===== src/rtl/riscv_mem_arbiter.sv =====
// Two-port (instruction/data) arbiter onto a single-port memory, with
// starvation-bounded data priority. Define RISCV_MEM_ARBITER_STATS_EN for stall counters.
module riscv_mem_arbiter #(
    parameter int STARVE_LIMIT = 4
) (
    input  logic        clk_i,
    input  logic        reset_i,
    input  logic        i_req_i,
    input  logic [31:0] i_addr_i,
    output logic        i_gnt_o,
    output logic        i_rvalid_o,
    output logic [31:0] i_rdata_o,
    input  logic        d_req_i,
    input  logic        d_we_i,
    input  logic [31:0] d_addr_i,
    input  logic [31:0] d_wdata_i,
    input  logic [1:0]  d_size_i,
    output logic        d_gnt_o,
    output logic        d_rvalid_o,
    output logic [31:0] d_rdata_o,
    output logic [31:0] m_addr_o,
    output logic [31:0] m_wdata_o,
    output logic [1:0]  m_size_o,
    output logic        m_rd_o,
    output logic        m_wr_o,
    input  logic [31:0] m_rdata_i,
    output logic [31:0] i_stall_cnt_o,
    output logic [31:0] d_stall_cnt_o,
    output logic        dbg_state_o
);

    // Handshake: a requester holds req/addr stable until the cycle its gnt is 1;
    // that cycle is the transfer, and a read's rvalid/rdata follow exactly one cycle later.

    localparam int LIM = (STARVE_LIMIT < 1) ? 1 : STARVE_LIMIT;
    localparam int CW  = ($clog2(LIM + 1) > 3) ? $clog2(LIM + 1) : 3;

    typedef enum logic {
        PRIO_D = 1'b0,
        PRIO_I = 1'b1
    } state_e;

    typedef enum logic [1:0] {
        OWN_NONE = 2'd0,
        OWN_I    = 2'd1,
        OWN_D    = 2'd2
    } owner_e;

    state_e        state_q, state_d;
    logic [CW-1:0] starve_q, starve_d;
    owner_e        owner_q, owner_d;

    always_comb begin
        state_d  = state_q;
        starve_d = starve_q;
        i_gnt_o  = 1'b0;
        d_gnt_o  = 1'b0;

        if (reset_i) begin
            if (i_req_i && d_req_i) begin
                i_gnt_o = (state_q == PRIO_I);
                d_gnt_o = (state_q != PRIO_I);
            end else begin
                i_gnt_o = i_req_i;
                d_gnt_o = d_req_i;
            end
        end

        case (state_q)
            PRIO_D: begin
                if (i_req_i && !i_gnt_o) begin
                    // Hand priority over on the denial that would reach the limit.
                    if ((starve_q + CW'(1)) >= CW'(LIM)) begin
                        state_d  = PRIO_I;
                        starve_d = '0;
                    end else begin
                        starve_d = starve_q + CW'(1);
                    end
                end else begin
                    starve_d = '0;
                end
            end
            PRIO_I: begin
                starve_d = '0;
                if (i_gnt_o || !i_req_i) begin
                    state_d = PRIO_D;
                end
            end
            default: begin
                state_d  = PRIO_D;
                starve_d = '0;
            end
        endcase
    end

    always_comb begin
        m_addr_o  = '0;
        m_wdata_o = '0;
        m_size_o  = '0;
        m_rd_o    = 1'b0;
        m_wr_o    = 1'b0;
        owner_d   = OWN_NONE;
        if (i_gnt_o) begin
            m_addr_o = i_addr_i;
            m_size_o = 2'd2;
            m_rd_o   = 1'b1;
            owner_d  = OWN_I;
        end else if (d_gnt_o) begin
            m_addr_o  = d_addr_i;
            m_wdata_o = d_wdata_i;
            m_size_o  = d_size_i;
            m_rd_o    = ~d_we_i;
            m_wr_o    = d_we_i;
            owner_d   = d_we_i ? OWN_NONE : OWN_D;
        end
    end

    always_ff @(posedge clk_i or negedge reset_i) begin
        if (!reset_i) begin
            state_q  <= PRIO_D;
            starve_q <= '0;
            owner_q  <= OWN_NONE;
        end else begin
            state_q  <= state_d;
            starve_q <= starve_d;
            owner_q  <= owner_d;
        end
    end

    // Read data is passed straight through in the response cycle, steered by owner.
    assign i_rvalid_o  = (owner_q == OWN_I);
    assign d_rvalid_o  = (owner_q == OWN_D);
    assign i_rdata_o   = i_rvalid_o ? m_rdata_i : 32'd0;
    assign d_rdata_o   = d_rvalid_o ? m_rdata_i : 32'd0;
    assign dbg_state_o = state_q;

`ifdef RISCV_MEM_ARBITER_STATS_EN
    logic [31:0] i_stall_q, i_stall_d;
    logic [31:0] d_stall_q, d_stall_d;

    always_comb begin
        i_stall_d = i_stall_q;
        d_stall_d = d_stall_q;
        if (i_req_i && !i_gnt_o && (i_stall_q != 32'hFFFF_FFFF)) begin
            i_stall_d = i_stall_q + 32'd1;
        end
        if (d_req_i && !d_gnt_o && (d_stall_q != 32'hFFFF_FFFF)) begin
            d_stall_d = d_stall_q + 32'd1;
        end
    end

    always_ff @(posedge clk_i or negedge reset_i) begin
        if (!reset_i) begin
            i_stall_q <= '0;
            d_stall_q <= '0;
        end else begin
            i_stall_q <= i_stall_d;
            d_stall_q <= d_stall_d;
        end
    end

    assign i_stall_cnt_o = i_stall_q;
    assign d_stall_cnt_o = d_stall_q;
`else
    assign i_stall_cnt_o = 32'd0;
    assign d_stall_cnt_o = 32'd0;
`endif

endmodule


===== config.mk =====
export PLATFORM = sky130hd
export DESIGN_NAME = riscv_mem_arbiter
export DESIGN_NICKNAME = d
export VERILOG_FILES = /design/src/rtl/riscv_mem_arbiter.sv
export SDC_FILE = /design/constraint.sdc
export NUM_CORES = 1
export LEC_CHECK = 0
export CAP_MARGIN = 20
export CORE_AREA = 2 2 129 131
export DETAILED_ROUTE_END_ITERATION = 7
export DIE_AREA = 0 0 131 133
export DONT_BUFFER_PORTS = 1
export GPL_TIMING_DRIVEN = 1
export PLACE_DENSITY_LB_ADDON = 0.3
export SLEW_MARGIN = 20
export SYNTH_ARGS = -nofsm -noshare
export SYNTH_HDL_FRONTEND = slang
export SYNTH_SLANG_ARGS = --single-unit
export TNS_END_PERCENT = 10

===== constraint.sdc =====
create_clock -name clk_i -period 1.64 [get_ports clk_i]
set_input_delay 0.246 -clock clk_i [delete_from_list [all_inputs] [get_ports clk_i]]
set_output_delay 0.246 -clock clk_i [all_outputs]
set_load 0.02 [all_outputs]

==> results list <==
- Clock latency at the later pin of the worst-skew pair: between 0.2 and 0.25 ns
- Cell area after layout: around 2400 um^2
* Effective utilization at floorplan: between 10% and 20%
* Delay contributed by the slowest stage of the critical path: between 0.4 and 0.5 ns
- Die Outline Area: approximately 17000 um^2
- In this run the vertical extent of the chip is 133 um.
* Num Clock Sinks: 6
- Pin count of the biggest net entering global routing: 34
- Global routing used around a tenth of the available tracks.
- Most used cell, CP: buf_12
* Remaining global-route overflow: 0
- In the synthesized netlist the async set-or-reset flop fraction comes to 100%.
* Number of synthesized register bits: 6
- After synthesis, the largest family of logic cells by area is simple AND/OR/NAND/NOR gates.
* Number of nets in the layout: 388
- The routed design could run at a clock period as short as around 1.7 ns.
* Tcrit/Tclk final: 102%
* Total wire length: ~9.7 mm
- Average wire per standard cell: between 20 and 25 um
- # placed instances: approximately 460
* Number of pins exceeding their max-slew limit in the final report: 0
* Top cells by area in the synthesized netlist: and2_1 (36%), buf_4 (28%), a22o_1 (16%)
* Layout overhead on the synthesized area: 36.3%
- Crit path kind: register to primary output
- Clock Path Buffers: 2
* Netlist area before placement: between 1500 and 2000 um^2
- The worst setup path is launched from a register.
- Dividing total power by cell area gives a power density of between 500 and 600 nW/um^2.
- Clk pin slew, worst setup/hold paths: roughly 0.030 ns
- Using the TritonRoute via totals, the vias-per-cell ratio works out to around 3.4.
- Number of standard cells in the final layout excluding fillers: between 400 and 500
- TritonCTS created 3 clock buffers.
* Iteration-0 DRC Markers: 23
* Number of cell rows: between 40 and 50
* Cells along the critical path: a21oi_4, buf_12, a22o_1, buf_12
- A synthesized cell averages 7.39 um^2.
- Among all cell types in the netlist, the one instantiated most often is and2_1.
* Clock tree from TritonCTS: built
* Minimum setup slack in the final design: -0.0332 ns
- Status: finished, violations left
* Post-synthesis share of cell area spent on and, or, nand and nor gates: about two fifths
* Violations in the final reports: negative setup slack
- For this run, design rule violations remaining after detail routing come to 0.
- Placed inst area: between 2000 and 2500 um^2
- Area fraction in compound gates after synthesis: 17.9%
* Depth of the CTS H-tree: 1
- The pre-antenna-repair detailed-routing pass consisted of 4 iterations.
- The post-route netlist has a little over a third of its cells at a drive strength greater than 1.
- Fraction of synthesized cell area in xor and xnor cells: less than 1%
- In this run the horizontal extent of the chip is approximately 130 um.
- Final core utilization: between 10% and 20%
- Setup repair after global routing could not meet its margin everywhere.
- The congestion estimate from routability-driven global placement came to a little under 0.9.
- Count of flip-flops with a built-in enable after synthesis: 0
* Setup TNS after final layout: -0.472 ns
- The slowest stage of the critical path belongs to the cell dfrtp_1.
- Largest clock skew in the final design: approximately 0.0019 ns
- During synthesis, Yosys emitted a total of 0 warnings.
- In this run the static leakage power is ~0.0011 uW.
* Count of vias placed by the detailed router: around 1.6k
- The final hold violation count was 0.
- Of all nets on the critical path, the largest fanout is 20.
- The worst setup path is captured at a primary output.
- In the synthesized netlist the dominant register cell turns out to be dfrtp_1.
- The number of global-route vias before repair is around 1.4k.
* I/O pin cnt: between 300 and 400
* Arrival time reported for the critical path endpoint: ~1.4 ns
- Required time of the worst setup path: about 1.4 ns
- Of the post-synthesis cell area, the dominant cell type holds a little over a third.
* Wire length of the first global-routing pass: 11.6 mm
- By count the netlist is led by and2_1 (99), buf_4 (65), a22o_1 (32), buf_2 (8).
- Based on the critical path, the design can be clocked at up to 598 MHz.
- Counting distinct cell types in the post-synthesis netlist gives 20.
- Once detail routing completed, the nets flagged for antenna violations numbered 0.
- Fraction of the yosys area taken by sequential cells: under 10%
- Counting every instance in the synthesized netlist gives 236.
- The portion of synthesized area spent on multiplexers is 0%.
- The number of antenna violations at the first check in global routing was 2.
- Port-buffer cells: 0
* Final setup violation count: 34
- Worst min-delay path class: primary input to register
* # Max-Cap Violations: 0
- Std-Cell Core Area: 16200 um^2
- The root buffer cell chosen for the clock tree is clkbuf_16.
- After legalization and detailed placement, the total HPWL measured 8.64 mm.
* Peak supply drop: approximately 0.36 mV
* Share of synthesized cell area in full adder, half adder and majority cells: 0.718%
- Post-synthesis cell type with the largest combined area: and2_1
* Fin Hold WS: between 0.15 and 0.2 ns
[per-stage QoR]
stage	worst slack (ns)	power [uW]
3_5_place_dp	0.0857	842
4_1_cts	-0.0501	1290
6_report	-0.0332	1300
3_3_place_gp	0.141	831
5_1_grt	-0.0680	1360
2_1_floorplan	0.137	777
[final timing paths]
check	startpoint	end	slack, ns	depth (start not counted)
worst max-delay path	dbg_state_o$_DFF_PN0_	m_addr_o[19]	-0.03	4
worst min-delay path	i_req_i	dbg_state_o$_DFF_PN0_	0.19	1
worst max register to register	dbg_state_o$_DFF_PN0_	starve_q[1]$_DFF_PN0_	0.31	5
worst min register to register	starve_q[0]$_DFF_PN0_	starve_q[0]$_DFF_PN0_	0.58	2
max in group asynchronous	reset_i	starve_q[0]$_DFF_PN0_	1.08	1
min in group asynchronous	reset_i	starve_q[1]$_DFF_PN0_	0.34	1
[state kept, by name, indices dropped and copies added (netlist names)]
register     flops
starve_q         3
owner_q          2
dbg_state_o      1
[worst max-delay path: cells and delay by family, from the launching register on]
kind                   cells  cell delay, ns
AO/OA/AOI/OAI              2            0.45
flip-flops                 1            0.41
buffers and inverters      2            0.33
[cells in the final DEF (no fill, tap or decap), drive strengths merged]
master / instances
nand2: 2
nor2b: 2
and3b: 1
ha: 1
nor3: 1
diode: 1
and2: 99
nor2: 1
clkbuf: 4
a21o: 2
nor3b: 1
dfrtp: 6
xor2: 1
and4b: 1
buf: 26
dlygate4sd3: 1
conb: 65
a21oi: 2
inv: 2
a22o: 32
[where the power goes]
| part | internal [uW] | total [uW] | switching, uW |
|---|---|---|---|
| sequential | 156 | 162 | 5.55 |
| combinational | 253 | 749 | 496 |
| clock | 312 | 388 | 76.0 |
| total | 722 | 1300 | 577 |
[kinds of logic after synthesis]
logic type                 count (synthesis)
other                                      1
adders and majority gates                  1
and+or+nand+nor                          108
buffers and inverters                     83
xor gates and xnor gates                   1
DFF                                        6
AOI/OAI and AO/OA                         36
[metal layers]
| layer | GRT usage (%) | part of all wire (%) | vias to the layer above | wire length [um] |
|---|---|---|---|---|
| li1 | - | - | 664 | - |
| met1 | 9.79 | 33 | 739 | 3170 |
| met2 | 18.5 | 54 | 181 | 5250 |
| met3 | 3.96 | 12 | 6 | 1120 |
| met4 | 1.06 | 1.1 | 2 | 103 |
| met5 | 0 | 0.13 | - | 13 |
[area by class of cell]
| class | count | area (um^2) |
|---|---|---|
| fill | 1847 | 13800 |
| multi-input combinational | 211 | 1380 |
| timing repair buffer | 28 | 483 |
| tap | 220 | 275 |
| sequential | 6 | 150 |
| clock buffer | 3 | 75.1 |
| inverter | 2 | 7.51 |
| antenna | 1 | 2.50 |
[what timing repair did]
action	4_1_cts	5_1_grt
resized for setup	68	15
gates cloned	1	1
setup endpoints to repair	49	64
hold endpoints to repair	6	0
buffers inserted	1	0
hold buffers	1	0
pin swaps	3	18
(Power assumes the default switching activity.)
